--- src/rtl/run_seq_pkg.sv ---
// Shared types and default constants for the run sequencer.
// The state enum is also visible to anything that wants to decode sequencer state.
package run_seq_pkg;

  typedef enum logic [2:0] {
    StIdle,
    StClear,
    StLoad,
    StLaunch,
    StRun,
    StRead,
    StDone
  } state_e;

  localparam int unsigned DefOpBase  = 1;
  localparam int unsigned DefResBase = 5;
  localparam int unsigned DefTimeout = 100000;

  function automatic int unsigned max_u(input int unsigned a, input int unsigned b);
    return (a > b) ? a : b;
  endfunction

endpackage

--- src/rtl/byte_cursor.sv ---
// Loadable up-counter with a terminal-count flag.
// The sequencer reuses it as the per-phase byte/cycle index.
module byte_cursor #(
  parameter int unsigned W = 8
) (
  input  logic         i_clk,
  input  logic         i_rst_n,
  input  logic         i_load,
  input  logic [W-1:0] i_load_val,
  input  logic         i_inc,
  input  logic [W-1:0] i_last,
  output logic [W-1:0] o_cnt,
  output logic         o_tc
);

  logic [W-1:0] r_cnt;

  always_ff @(posedge i_clk or negedge i_rst_n) begin
    if (!i_rst_n) begin
      r_cnt <= '0;
    end else if (i_load) begin
      r_cnt <= i_load_val;
    end else if (i_inc) begin
      r_cnt <= r_cnt + W'(1);
    end
  end

  assign o_cnt = r_cnt;
  assign o_tc  = (r_cnt == i_last);

endmodule

--- src/rtl/run_sequencer.sv ---
// Host-side launch controller: clears and preloads data memory, releases the core,
// waits for halt, then reads the result bytes back with a run-cycle count.
module run_sequencer
  import run_seq_pkg::*;
#(
  parameter int unsigned AW         = 8,
  parameter int unsigned N_OPS      = 4,
  parameter int unsigned N_RES      = 4,
  parameter int unsigned OP_BASE    = DefOpBase,
  parameter int unsigned RES_BASE   = DefResBase,
  parameter int unsigned START_HOLD = 2,
  parameter int unsigned TIMEOUT    = DefTimeout
) (
  input  logic               CLK,
  input  logic               rst_n,
  input  logic               go,
  input  logic [N_OPS*8-1:0] op_data,
  output logic               dut_start,
  input  logic               dut_halt,
  output logic               mem_own,
  output logic               mem_we,
  output logic [AW-1:0]      mem_addr,
  output logic [7:0]         mem_wdata,
  input  logic [7:0]         mem_rdata,
  output logic               busy,
  output logic               done,
  output logic               timeout,
  output logic [N_RES*8-1:0] result,
  output logic [31:0]        cycles
);

  localparam int unsigned CW = max_u(AW, max_u($clog2(N_OPS + 1),
                                     max_u($clog2(N_RES + 1), $clog2(START_HOLD + 1))));

  localparam logic [CW-1:0] LastClear = CW'(2 ** AW - 1);
  localparam logic [CW-1:0] LastOps   = CW'(N_OPS - 1);
  localparam logic [CW-1:0] LastRes   = CW'(N_RES - 1);
  localparam logic [CW-1:0] LastHold  = CW'(START_HOLD - 1);

  state_e               r_state, w_state_nx;
  logic                 r_dut_start, r_mem_own, r_mem_we, r_busy, r_done, r_timeout;
  logic [AW-1:0]        r_mem_addr;
  logic [7:0]           r_mem_wdata;
  logic [N_RES*8-1:0]   r_result;
  logic [31:0]          r_cycles;

  logic                 w_mem_we_nx, w_timeout_nx;
  logic [AW-1:0]        w_mem_addr_nx;
  logic [7:0]           w_mem_wdata_nx;
  logic [N_RES*8-1:0]   w_result_nx;
  logic [31:0]          w_cycles_nx;

  logic                 w_cur_load, w_cur_inc, w_cur_tc;
  logic [CW-1:0]        w_cur_last, w_cur_cnt;

  byte_cursor #(
    .W (CW)
  ) u_cursor (
    .i_clk      (CLK),
    .i_rst_n    (rst_n),
    .i_load     (w_cur_load),
    .i_load_val (CW'(0)),
    .i_inc      (w_cur_inc),
    .i_last     (w_cur_last),
    .o_cnt      (w_cur_cnt),
    .o_tc       (w_cur_tc)
  );

  // Operand byte idx, MSB first.
  function automatic logic [7:0] op_byte(input logic [CW-1:0] idx);
    return op_data[8*(N_OPS-1-32'(idx)) +: 8];
  endfunction

  // Outputs are registered, so this block computes the values for the next cycle.
  always_comb begin
    w_state_nx     = r_state;
    w_cur_load     = 1'b0;
    w_cur_inc      = 1'b0;
    w_cur_last     = '0;
    w_mem_we_nx    = 1'b0;
    w_mem_addr_nx  = r_mem_addr;
    w_mem_wdata_nx = 8'h00;
    w_timeout_nx   = r_timeout;
    w_result_nx    = r_result;
    w_cycles_nx    = r_cycles;
    unique case (r_state)
      StIdle: begin
        if (go) begin
          w_state_nx    = StClear;
          w_cur_load    = 1'b1;
          w_timeout_nx  = 1'b0;
          w_cycles_nx   = '0;
          w_result_nx   = '0;
          w_mem_we_nx   = 1'b1;
          w_mem_addr_nx = '0;
        end
      end
      StClear: begin
        w_cur_last  = LastClear;
        w_mem_we_nx = 1'b1;
        if (w_cur_tc) begin
          w_state_nx     = StLoad;
          w_cur_load     = 1'b1;
          w_mem_addr_nx  = AW'(OP_BASE);
          w_mem_wdata_nx = op_byte(CW'(0));
        end else begin
          w_cur_inc     = 1'b1;
          w_mem_addr_nx = r_mem_addr + AW'(1);
        end
      end
      StLoad: begin
        w_cur_last = LastOps;
        if (w_cur_tc) begin
          w_state_nx = StLaunch;
          w_cur_load = 1'b1;
        end else begin
          w_cur_inc      = 1'b1;
          w_mem_we_nx    = 1'b1;
          w_mem_addr_nx  = r_mem_addr + AW'(1);
          w_mem_wdata_nx = op_byte(w_cur_cnt + CW'(1));
        end
      end
      StLaunch: begin
        w_cur_last = LastHold;
        if (w_cur_tc) begin
          w_state_nx = StRun;
          w_cur_load = 1'b1;
        end else begin
          w_cur_inc = 1'b1;
        end
      end
      StRun: begin
        w_cycles_nx = r_cycles + 32'd1;
        // r_cycles == 0 marks the first RUN cycle, where a stale halt is ignored.
        if (dut_halt && (r_cycles != 32'd0)) begin
          w_state_nx    = StRead;
          w_cur_load    = 1'b1;
          w_mem_addr_nx = AW'(RES_BASE);
        end else if (w_cycles_nx == TIMEOUT) begin
          w_state_nx   = StDone;
          w_timeout_nx = 1'b1;
          w_result_nx  = '0;
        end
      end
      StRead: begin
        w_cur_last = LastRes;
        w_result_nx[8*(N_RES-1-32'(w_cur_cnt)) +: 8] = mem_rdata;
        if (w_cur_tc) begin
          w_state_nx = StDone;
          w_cur_load = 1'b1;
        end else begin
          w_cur_inc     = 1'b1;
          w_mem_addr_nx = r_mem_addr + AW'(1);
        end
      end
      StDone: begin
        w_state_nx = StIdle;
      end
      default: begin
        w_state_nx = StIdle;
      end
    endcase
  end

  always_ff @(posedge CLK or negedge rst_n) begin
    if (!rst_n) begin
      r_state     <= StIdle;
      r_dut_start <= 1'b1;
      r_mem_own   <= 1'b1;
      r_mem_we    <= 1'b0;
      r_mem_addr  <= '0;
      r_mem_wdata <= 8'h00;
      r_busy      <= 1'b0;
      r_done      <= 1'b0;
      r_timeout   <= 1'b0;
      r_result    <= '0;
      r_cycles    <= '0;
    end else begin
      r_state     <= w_state_nx;
      r_dut_start <= (w_state_nx != StRun);
      r_mem_own   <= (w_state_nx != StRun);
      r_mem_we    <= w_mem_we_nx;
      r_mem_addr  <= w_mem_addr_nx;
      r_mem_wdata <= w_mem_wdata_nx;
      r_busy      <= (w_state_nx != StIdle);
      r_done      <= (w_state_nx == StDone);
      r_timeout   <= w_timeout_nx;
      r_result    <= w_result_nx;
      r_cycles    <= w_cycles_nx;
    end
  end

  assign dut_start = r_dut_start;
  assign mem_own   = r_mem_own;
  assign mem_we    = r_mem_we;
  assign mem_addr  = r_mem_addr;
  assign mem_wdata = r_mem_wdata;
  assign busy      = r_busy;
  assign done      = r_done;
  assign timeout   = r_timeout;
  assign result    = r_result;
  assign cycles    = r_cycles;

endmodule
--- config.mk ---
export PLATFORM = sky130hd
export DESIGN_NAME = run_sequencer
export DESIGN_NICKNAME = d
export VERILOG_FILES = /design/src/rtl/run_seq_pkg.sv /design/src/rtl/byte_cursor.sv /design/src/rtl/run_sequencer.sv
export SDC_FILE = /design/constraint.sdc
export NUM_CORES = 1
export LEC_CHECK = 0
export CORE_ASPECT_RATIO = 1.75
export CORE_MARGIN = 8
export CORE_UTILIZATION = 25
export CTS_CLUSTER_SIZE = 28
export DETAILED_ROUTE_END_ITERATION = 16
export SYNTH_ARGS = -nofsm -noshare
export SYNTH_HDL_FRONTEND = slang
export SYNTH_SLANG_ARGS = --single-unit
--- constraint.sdc ---
create_clock -name CLK -period 9.4 [get_ports CLK]
set_input_delay 2.35 -clock CLK [delete_from_list [all_inputs] [get_ports CLK]]
set_output_delay 2.35 -clock CLK [all_outputs]
set_load 0.01 [all_outputs]
==> results of run 1 <==
## through the flow
stage,hold slack [ns],instance area [um2]
2_1_floorplan,0.513,6180
3_3_place_gp,0.534,7630
3_5_place_dp,0.538,7630
4_1_cts,0.554,7950
5_1_grt,0.579,7950
6_report,0.552,7950
## worst max-delay path: cells and delay by family (launching register included)
kind	cells	cell delay, ns
AOI/OAI and AO/OA	4	0.87
adders and majority gates	1	0.30
DFF	1	0.99
and+or+nand+nor	6	2.75
## placed cells by master (no fill, tap or decap), types with 5 or more instances in the layout
cell type        instances
clkdlybuf4s50_1        128
dfrtp_1                 95
o21ai_0                 88
nand2_1                 69
inv_1                   57
nor2_1                  45
a32oi_1                 33
a21oi_1                 31
nand3_1                 29
nor3_1                  19
nand4_1                 19
xnor2_1                 15
ha_1                    14
or3_1                   13
a31oi_1                 12
nor4_1                  10
xor2_1                  10
clkbuf_16                9
mux4_2                   8
o31ai_1                  6
and3_1                   6
buf_4                    6
and2_1                   5
## cell usage after synthesis (3+ instances only)
cell type   n
a2111o_1    3
a21o_1      3
a21oi_1    31
a31oi_1    12
a32oi_1    33
and2_1      5
and3_1      6
and4_1      4
buf_2       7
buf_4       5
buf_6       6
clkbuf_1   21
dfrtp_1    95
ha_1       14
inv_1      57
mux2i_1     4
mux4_2      8
nand2_1    69
nand3_1    29
nand4_1    19
nor2_1     46
nor2b_1     3
nor3_1     20
nor3b_1     3
nor4_1     10
nor4b_1     4
o21ai_0    89
o22ai_1     4
o311ai_0    4
o31ai_1     6
or3_1      13
or4_4       3
xnor2_1    15
xor2_1     10
## layer usage
metal | up-vias | wire length [um]
met5 | - | 0
met3 | 34 | 1350
li1 | 2810 | -
met1 | 2924 | 8020
met2 | 209 | 11400
met4 | 0 | 621
## cell type report
class	count	area [um2]	share of cell area (%)
inverters	57	214	2.69
clock inverters	5	80.1	1.01
repair buffers	134	1330	16.7
flip-flops and latches	96	2400	30.2
well taps	312	390	4.91
clock buffers	11	243	3.05
multi-input cells	512	3290	41.4
## how the worst min path moves through the flow
stage / startpoint / end / slack (ns) / cells after the start
2_1_floorplan: timeout / timeout / 0.51 / 2
3_3_place_gp: result[28] / result[28] / 0.53 / 2
3_5_place_dp: mem_addr[7] / mem_addr[7] / 0.54 / 2
4_1_cts: mem_addr[7] / mem_addr[7] / 0.55 / 2
5_1_grt: result[16] / result[16] / 0.58 / 2
6_report: result[22] / result[22] / 0.55 / 2
## power by group through the flow
| stage | Clock (W) | Sequential [W] | Combinational, W |
|---|---|---|---|
| after global placement | 0 | 0.000549 | 0.000665 |
| final | 0.000406 | 0.000541 | 0.000668 |
| after detailed placement | 0 | 0.000550 | 0.000673 |
| after floorplan | 0 | 0.000517 | 0.000465 |
| after global routing | 0.000433 | 0.000552 | 0.000746 |
| after CTS | 0.000416 | 0.000542 | 0.000676 |
## registers in the layout, summed over array words and instances, names as in the netlist
signal,count
result,32
u_cursor.o_cnt,8
timeout,1
mem_own,1
busy,1
done,1
mem_we,1
mem_addr,8
mem_wdata,8
cycles,32
r_state,3
## cells by family after synthesis
family                     after synthesis
xor gates and xnor gates                25
and+or+nand+nor                        254
DFF                                     96
muxes                                   14
buffers and inverters                  104
adders and majority gates               14
AOI/OAI and AO/OA                      205
==> results by group, run 1 <==
Timing
  • Tmin final: 5.00 ns
  • RSZ-0062 raised after global routing: false
  • Fin crit share: 53.1%
  • Final WS setup: 4.40 ns
  • Fin Setup TNS: 0 ns
  • Fmax: 200 MHz
  • Final setup violation count: 0
  • Actual slew at the worst max-slew pin: 1.14 ns
  • Slew HR: 23.6%
  • Max Slew Vio Count: 0
  • Fin Clk Skew: 0.0112 ns
  • Final Hold Viols: 0

CTS
  • Clock Sinks: 96
  • Clock buffer depth: 2
  • # resized after CTS: 0
  • H-tree levels: 3
  • CTS Root Buffer Type: clkbuf_16
  • Post-CTS Hold Fix Bufs: 0
  • Postcts setup bufs: 0
  • Worst-skew pair later-pin latency: 0.35 ns
  • CTS buffer count: 9
  • Clk pin slew, worst setup/hold paths: 0.07 ns
  • CTS tree: done

Setup path
  • CP max stage cell: dfrtp_1
  • Worst Path Arrival: 5.25 ns
  • Cell Chain, Critical Path: nand3b_1 > a2111o_1 > or3_1 > ha_1 > or4b_2 > nor4_1 > and4_1 > o2111ai_1 > nor3_1 > a32oi_1 > o21ai_0
  • Worst Setup SP: u_cursor.o_cnt[0]
  • CP Launch Type: flop
  • Crit. End Element: flop
  • CP endpoint: result[27]
  • Flop2flop setup slack: 4.40 ns
  • Worst EP required: 9.66 ns
  • Reg2reg end: result[27]
  • Cells on worst reg2reg path: 11
  • Max incr delay on CP: 0.99 ns
  • Worst R2R Start: u_cursor.o_cnt[0]
  • Worst Path Class, Setup: reg -> reg
  • Worst-path maximum fanout: 19

Yosys
  • Largest area contributor in the netlist: dfrtp_1
  • Distinct cell type count after synthesis: 71
  • Top cell type's share of synthesized area: 38.4%
  • Async SR Flop Fraction: 100%
  • Post-synthesis instance total: 712
  • Post-synthesis simple-gate area fraction: 21.6%
  • Post-synthesis mux area share: 3.93%
  • Xor/xnor cell area share of the yosys netlist: 3.54%
  • Number of synthesized flops with an enable pin: 0
  • Synthesized Nets: 770
  • Mapped Area: 6180 um2
  • Ranking of synthesized cells by area: dfrtp_1 (38%), o21ai_0 (7.2%), a32oi_1 (4.7%)
  • Adder-Cell Fraction of Synth Area: 2.83%
  • YS warnings: 0
  • Synth Flop Type: dfrtp_1
  • Avg Cell Area, Syn: 8.68 um2
  • Main combinational cell family by area after synthesis: simple AND/OR/NAND/NOR gates
  • Compound-gate portion of the synthesized area: 21.1%
  • Post-synthesis sequential element count: 96
  • Register area share after synthesis: 38.9%

Power and ir drop
  • Logic pwr share: 41.4%
  • Clock power frac: 25.1%
  • Max VDD drop: 0.0000751 V
  • Sequential power share: 33.5%
  • Leakage power: 3.01 nW
  • Net Switching: 0.000625 W
  • Total power draw: 0.00161 W
  • Internal: 0.000989 W
  • Pwr Density: 203 nW/um2
  • Switching portion of total power: 38.7%

Routing
  • Drt first pass iters: 5
  • Antenna-violating nets left: 0
  • DRC errors left: 0
  • Vias per cell: 5.30
  • Total Wirelength: 21400 um
  • WL/cell: 19.0 um
  • Initial DRC count: 296
  • Total number of vias: 5977

Global routing
  • Number of global-route vias before repair: 5917
  • Grt met2 use: 25.7%
  • Largest net degree at the start of global routing: 52
  • Gr usage total: 13.8%
  • Initial antenna violation count: 0
  • GR Layer Usage met3: 2.89%
  • Busiest layer in global routing: met2
  • GRT overflow: 0
  • Met1 usage: 14.7%
  • First-pass GRT wire length: 33000 um

Finish
  • P&R area growth vs syn: 28.6%
  • Share of cells above drive strength 1: 6.87%
  • N_diodes: 0
  • Fin nets: 868
  • Fin cells: 1127
  • Finished Core Util: 32.5%
  • Layout fillers: 2556

Placed design
  • Placed insts: 1111
  • GPL Wtd Cong: 0.940
  • Post-Place Setup Slack: 4.45 ns
  • Port bufs: 129
  • Hpwl dp: 15900 um

Die
  • Core Box Area: 24400 um2
  • Core Rows: 76
  • DIE WIDTH: 135 um
  • Die area: 30200 um2
  • Chip height: 224 um
  • Initial Util: 25.3%
  • Num ports: 130

Run status
  • Status: finished clean

Run
  • Max-cap violations: 0

Hold path
  • Worst hold path class: reg -> reg
Note: power is estimated with default switching activity, not from simulation.
==> run 2: changes to the inputs <==
- clock period: 9.4 -> 4.2 ns (I/O delays scaled with it)
==> run 2 against run 1 <==
Effect of this change: register-to-register slack got worse by 4.3 ns; count of clock-buffer cells in the layout rose by 2; sequential cell count did not move; worst setup slack got worse by 4.3 ns; global-route usage rose by 0.62 points; clock skew fell by 0.0042 ns; non-clock buffer count rose by 47; total power rose by 140%; critical path type unchanged; critical endpoint is now result[21].
==> results by group, run 2 (same netlist as run 1, synthesis figures left out) <==
Run status
  • Status: finished clean

Finish
  • Fin cells: 1174
  • Share of cells above drive strength 1: 13.5%
  • N_diodes: 0
  • P&R area growth vs syn: 35.8%
  • Most frequent cells in the layout: clkdlybuf4s50_1 (128), dfrtp_1 (95), o21ai_0 (78), nand2_1 (69), inv_1 (57)
  • Layout fillers: 2519
  • Fin nets: 915
  • Commonest non-fill, non-tap cell in the layout: clkdlybuf4s50_1

Routing
  • Total number of vias: 6158
  • Total Wirelength: 22000 um
  • WL/cell: 18.8 um
  • Drt first pass iters: 5
  • Initial DRC count: 362
  • Antenna-violating nets left: 0
  • DRC errors left: 0
  • Vias per cell: 5.25

Setup path
  • CP Launch Type: flop
  • Worst EP required: 4.44 ns
  • Critical Path Stages: 11
  • Top delay family on crit path: simple AND/OR/NAND/NOR gates
  • Worst R2R Start: u_cursor.o_cnt[5]
  • Worst Path Class, Setup: reg -> reg
  • Most frequent CP cell: or3_4
  • CP endpoint: result[21]
  • Flop2flop setup slack: 0.14 ns
  • Worst Path Arrival: 4.30 ns
  • CP Buf/Inv Count: 0
  • Worst-path maximum fanout: 8
  • Max incr delay on CP: 0.55 ns
  • Cells on worst reg2reg path: 11
  • Cell Chain, Critical Path: or4_4 > a2111o_1 > or3_4 > ha_4 > or4b_4 > nor4_4 > and4_4 > o2111ai_4 > or3_4 > a32oi_1 > o21ai_0
  • Worst Setup SP: u_cursor.o_cnt[5]
  • Crit. End Element: flop
  • Reg2reg end: result[21]
  • CP max stage cell: or4_4

Hold path
  • Worst hold path class: reg -> reg

Timing
  • Final Hold Viols: 0
  • Actual slew at the worst max-slew pin: 1.04 ns
  • Tmin final: 4.06 ns
  • Final setup violation count: 0
  • Slew HR: 30.5%
  • Max Slew Vio Count: 0
  • Fin crit share: 96.8%
  • Fin Clk Skew: 0.00701 ns
  • Fmax: 246 MHz

Die
  • Core Box Area: 24400 um2
  • DIE WIDTH: 135 um
  • Core Rows: 76
  • Chip height: 224 um
  • Initial Util: 25.3%
  • Die area: 30200 um2
  • Num ports: 130

CTS
  • Clock buffer depth: 2
  • CTS Root Buffer Type: clkbuf_16
  • Clock Sinks: 96
  • Clk pin slew, worst setup/hold paths: 0.07 ns
  • CTS tree: done
  • Worst-skew pair later-pin latency: 0.36 ns
  • H-tree levels: 3
  • CTS buffer count: 9

Global routing
  • Initial antenna violation count: 0
  • First-pass GRT wire length: 34500 um
  • GRT overflow: 0
  • Largest net degree at the start of global routing: 78
  • Gr usage total: 14.4%
  • Number of global-route vias before repair: 6189

Power and ir drop
  • Pwr Density: 457 nW/um2
  • Total power draw: 0.00383 W
  • Leakage power: 3.26 nW
  • Max VDD drop: 0.000265 V

Placed design
  • Port bufs: 129
  • Hpwl dp: 16600 um
  • GPL Wtd Cong: 0.943
  • Placed insts: 1155

Run
  • Max-cap violations: 0
run 2: cell types whose count changed in the layout (fill, tap and decap cells not counted), sizes merged:
cell,before,now
inv,57,58
buf,6,53
bufinv,2,0
clkinv,1,0
clkbuf,11,13
run 2: final cells by class:
type	count	area [um2]	share of cell area, %
tap	312	390	4.65
multi-input combinational	512	3400	40.5
timing repair buffer	181	1700	20.2
sequential	96	2400	28.6
inverter	57	214	2.55
clock buffer	13	270	3.22
clock inverter	3	23.8	0.283
run 2: worst register-to-register path, cell delays in order (launching register included):
cell and delay, ns:
dfrtp_1 0.39, or4_4 0.55, a2111o_1 0.40, or3_4 0.39, ha_4 0.22, or4b_4 0.52, nor4_4 0.28, and4_4 0.27
o2111ai_4 0.14, or3_4 0.48, a32oi_1 0.20, o21ai_0 0.10
run 2: where the power goes:
group          total, W  switching [W]  internal, W
clock          0.000833       0.000379     0.000453
combinational   0.00184        0.00102     0.000821
sequential      0.00116       0.000127      0.00103
run 2: worst min-delay path by stage:
stage / from / cells after the start / slack, ns / end
global route: mem_addr[7] / 2 / 0.58 / mem_addr[7]
finish: result[24] / 2 / 0.54 / result[24]
global placement: result[11] / 2 / 0.53 / result[11]
floorplan: timeout / 2 / 0.51 / timeout
CTS: result[24] / 2 / 0.55 / result[24]
detailed placement: mem_addr[7] / 2 / 0.54 / mem_addr[7]
run 2: metrics by stage:
stage	util [%]	cell area, um2	setup TNS, ns	hold WS, ns	worst slack, ns
2_1_floorplan	-	6180	0	0.513	0.00196
5_1_grt	34.4	8400	-0.000506	0.580	-0.000506
6_report	34.4	8400	0	0.541	0.136
3_5_place_dp	32.6	7970	-3.38	0.542	-0.161
4_1_cts	34.1	8330	0	0.548	0.0351
3_3_place_gp	32.6	7970	-2.06	0.530	-0.103
run 2: metal layers:
metal | wire length, um | share of wire (%) | vias to the layer above | global-route usage (%)
met5 | 0 | 0 | - | 0
met1 | 8110 | 37 | 2972 | 15.0
li1 | - | - | 2898 | -
met4 | 815 | 3.7 | 0 | 6.01
met2 | 11700 | 53 | 241 | 27.0
met3 | 1390 | 6.3 | 47 | 3.16
run 2: repair_timing:
item / 4_1_cts / 5_1_grt
endpoints found under the setup margin: 24 / 28
resized for setup: 15 / 14
endpoints found under the hold margin: 0 / 0
buffers inserted: 2 / 1
pin swaps: 15 / 12
hold buffers: 0 / 0
==> run 3: changes to the inputs <==
- CORE_UTILIZATION: 25 -> 35
- SKIP_LAST_GASP: default -> 1
==> run 3 against run 2 <==
Effect of this change: register-to-register slack about the same; combinational power about the same; cell count fell by 6.6%; largest cell class unchanged; die area fell by 26%; final area is 0.73% lower; clock power is 7.6% higher.
==> results by group, run 3 (same netlist as run 1, synthesis figures left out) <==
Routing
  • WL/cell: 19.2 um
  • Initial DRC count: 286
  • Vias per cell: 5.64
  • Antenna-violating nets left: 0
  • Total Wirelength: 21100 um
  • Drt first pass iters: 5
  • DRC errors left: 0
  • Total number of vias: 6184

Global routing
  • Largest net degree at the start of global routing: 53
  • Initial antenna violation count: 0
  • Gr usage total: 18.8%
  • Number of global-route vias before repair: 6259
  • Met1 usage: 19.4%
  • GR Layer Usage met3: 3.09%
  • Grt met2 use: 35.4%
  • Busiest layer in global routing: met2
  • GRT overflow: 0
  • First-pass GRT wire length: 32700 um

Setup path
  • Reg2reg end: result[31]
  • CP max stage cell: or4b_4
  • CP Launch Type: flop
  • Worst Path Class, Setup: reg -> reg
  • Top delay family on crit path: simple AND/OR/NAND/NOR gates
  • Worst Setup SP: u_cursor.o_cnt[2]
  • Critical Path Stages: 11
  • Worst Path Arrival: 4.29 ns
  • Crit. End Element: flop
  • Worst-path maximum fanout: 8
  • Flop2flop setup slack: 0.14 ns
  • Max incr delay on CP: 0.54 ns
  • Worst R2R Start: u_cursor.o_cnt[2]
  • Worst EP required: 4.43 ns
  • CP Buf/Inv Count: 0
  • Cells on worst reg2reg path: 11
  • Cell Chain, Critical Path: or4_4 > a2111o_1 > or3_1 > ha_1 > or4b_4 > nor4_4 > and4_4 > o2111ai_4 > or3_4 > a32oi_1 > o21ai_0

Placed design
  • Post-Place Setup Slack: -0.226 ns
  • Port bufs: 129
  • GPL Wtd Cong: 0.917
  • Hpwl dp: 15900 um

Die
  • Chip height: 192 um
  • Core Rows: 64
  • DIE WIDTH: 116 um
  • Initial Util: 35.6%
  • Die area: 22300 um2
  • Num ports: 130
  • Core Box Area: 17400 um2

Timing
  • Tmin final: 4.06 ns
  • Slew HR: 29.0%
  • Final Hold Viols: 0
  • RSZ-0062 raised after global routing: true
  • Fin crit share: 96.7%
  • Fin Setup TNS: 0 ns
  • Fin Clk Skew: 0.0117 ns
  • Actual slew at the worst max-slew pin: 1.06 ns
  • Final setup violation count: 0
  • Fmax: 246 MHz
  • Max Slew Vio Count: 0
  • Final WS setup: 0.139 ns

Finish
  • P&R area growth vs syn: 34.8%
  • Fin nets: 919
  • Share of cells above drive strength 1: 13.4%
  • N_diodes: 0
  • Most frequent cells in the layout: clkdlybuf4s50_1 (128), dfrtp_1 (95), o21ai_0 (86), nand2_1 (69), inv_1 (57)
  • Finished Core Util: 48.0%
  • Commonest non-fill, non-tap cell in the layout: clkdlybuf4s50_1

Power and ir drop
  • Max VDD drop: 0.000286 V
  • Pwr Density: 464 nW/um2
  • Leakage power: 3.29 nW

Hold path
  • Worst Hold Launch: timeout
  • Hold Crit Depth: 2
  • Hold Path End: timeout
  • Worst hold path class: reg -> reg

CTS
  • Clock Sinks: 96
  • Clk pin slew, worst setup/hold paths: 0.08 ns
  • CTS tree: done
  • CTS Root Buffer Type: clkbuf_16
  • Clock buffer depth: 2
  • Worst-skew pair later-pin latency: 0.35 ns
  • CTS buffer count: 9
  • H-tree levels: 3

Run status
  • Status: finished clean

Run
  • Max-cap violations: 0
run 3: changes by cell type in the layout (fill, tap and decap cells not counted), moves of 2 or more:
| cell | delta |
|---|---|
| buf_4 | +4 |
| clkbuf_8 | -3 |
| clkinv_8 | +2 |
| ha_1 | +2 |
| inv_8 | +2 |
| o21ai_0 | +8 |
| o21ai_1 | -7 |
| or3_1 | +2 |
| or3_4 | -2 |
run 3: worst max path at each step:
stage                  to  slack (ns)
3_5_place_dp   result[31]       -0.23
3_3_place_gp   result[31]       -0.12
5_1_grt        result[20]       -0.02
2_1_floorplan  result[24]       0.002
4_1_cts        result[31]        0.01
6_report       result[31]        0.14
run 3: repair_timing:
| item | CTS | global route |
|---|---|---|
| gates resized for setup | 7 | 8 |
| setup endpoints to repair | 24 | 24 |
| pin swaps | 3 | 7 |
| setup buffers | 0 | 2 |
| hold buffers | 0 | 0 |
run 3: metal layers:
metal | wire length, um | vias up
met5 | 0 | -
met4 | 845 | 0
met3 | 1080 | 48
met2 | 11400 | 193
met1 | 7730 | 3019
li1 | - | 2924
run 3: area by class of cell:
| type | instances | area (um2) |
|---|---|---|
| fill | 1764 | 9040 |
| timing repair buffer | 185 | 1730 |
| tap | 231 | 289 |
| clock buffer | 9 | 225 |
| inverter | 57 | 214 |
| sequential | 96 | 2400 |
| multi-input combinational | 512 | 3370 |
| clock inverter | 7 | 101 |
run 3: worst register-to-register path: stages (launching register included):
cell       delay [ns]
dfrtp_1          0.42
or4_4            0.53
a2111o_1         0.39
or3_1            0.34
ha_1             0.31
or4b_4           0.54
nor4_4           0.26
and4_4           0.29
o2111ai_4        0.14
or3_4            0.43
a32oi_1          0.21
o21ai_0          0.11
run 3: where the power goes:
group	switching [W]	internal (W)	total (W)	leakage (nW)
Combinational	0.00100	0.000816	0.00182	1.82
Sequential	0.000116	0.00103	0.00115	1.32
Clock	0.000414	0.000482	0.000896	0.155
run 3: through the flow:
stage	hold WS (ns)	cell area (um2)	power [W]	std cells
floorplan	0.513	6180	0.00220	712
global placement	0.510	7910	0.00287	1079
detailed placement	0.504	7910	0.00289	1079
CTS	0.541	8280	0.00386	1095
global route	0.573	8340	0.00412	1097
finish	0.532	8340	0.00386	1097
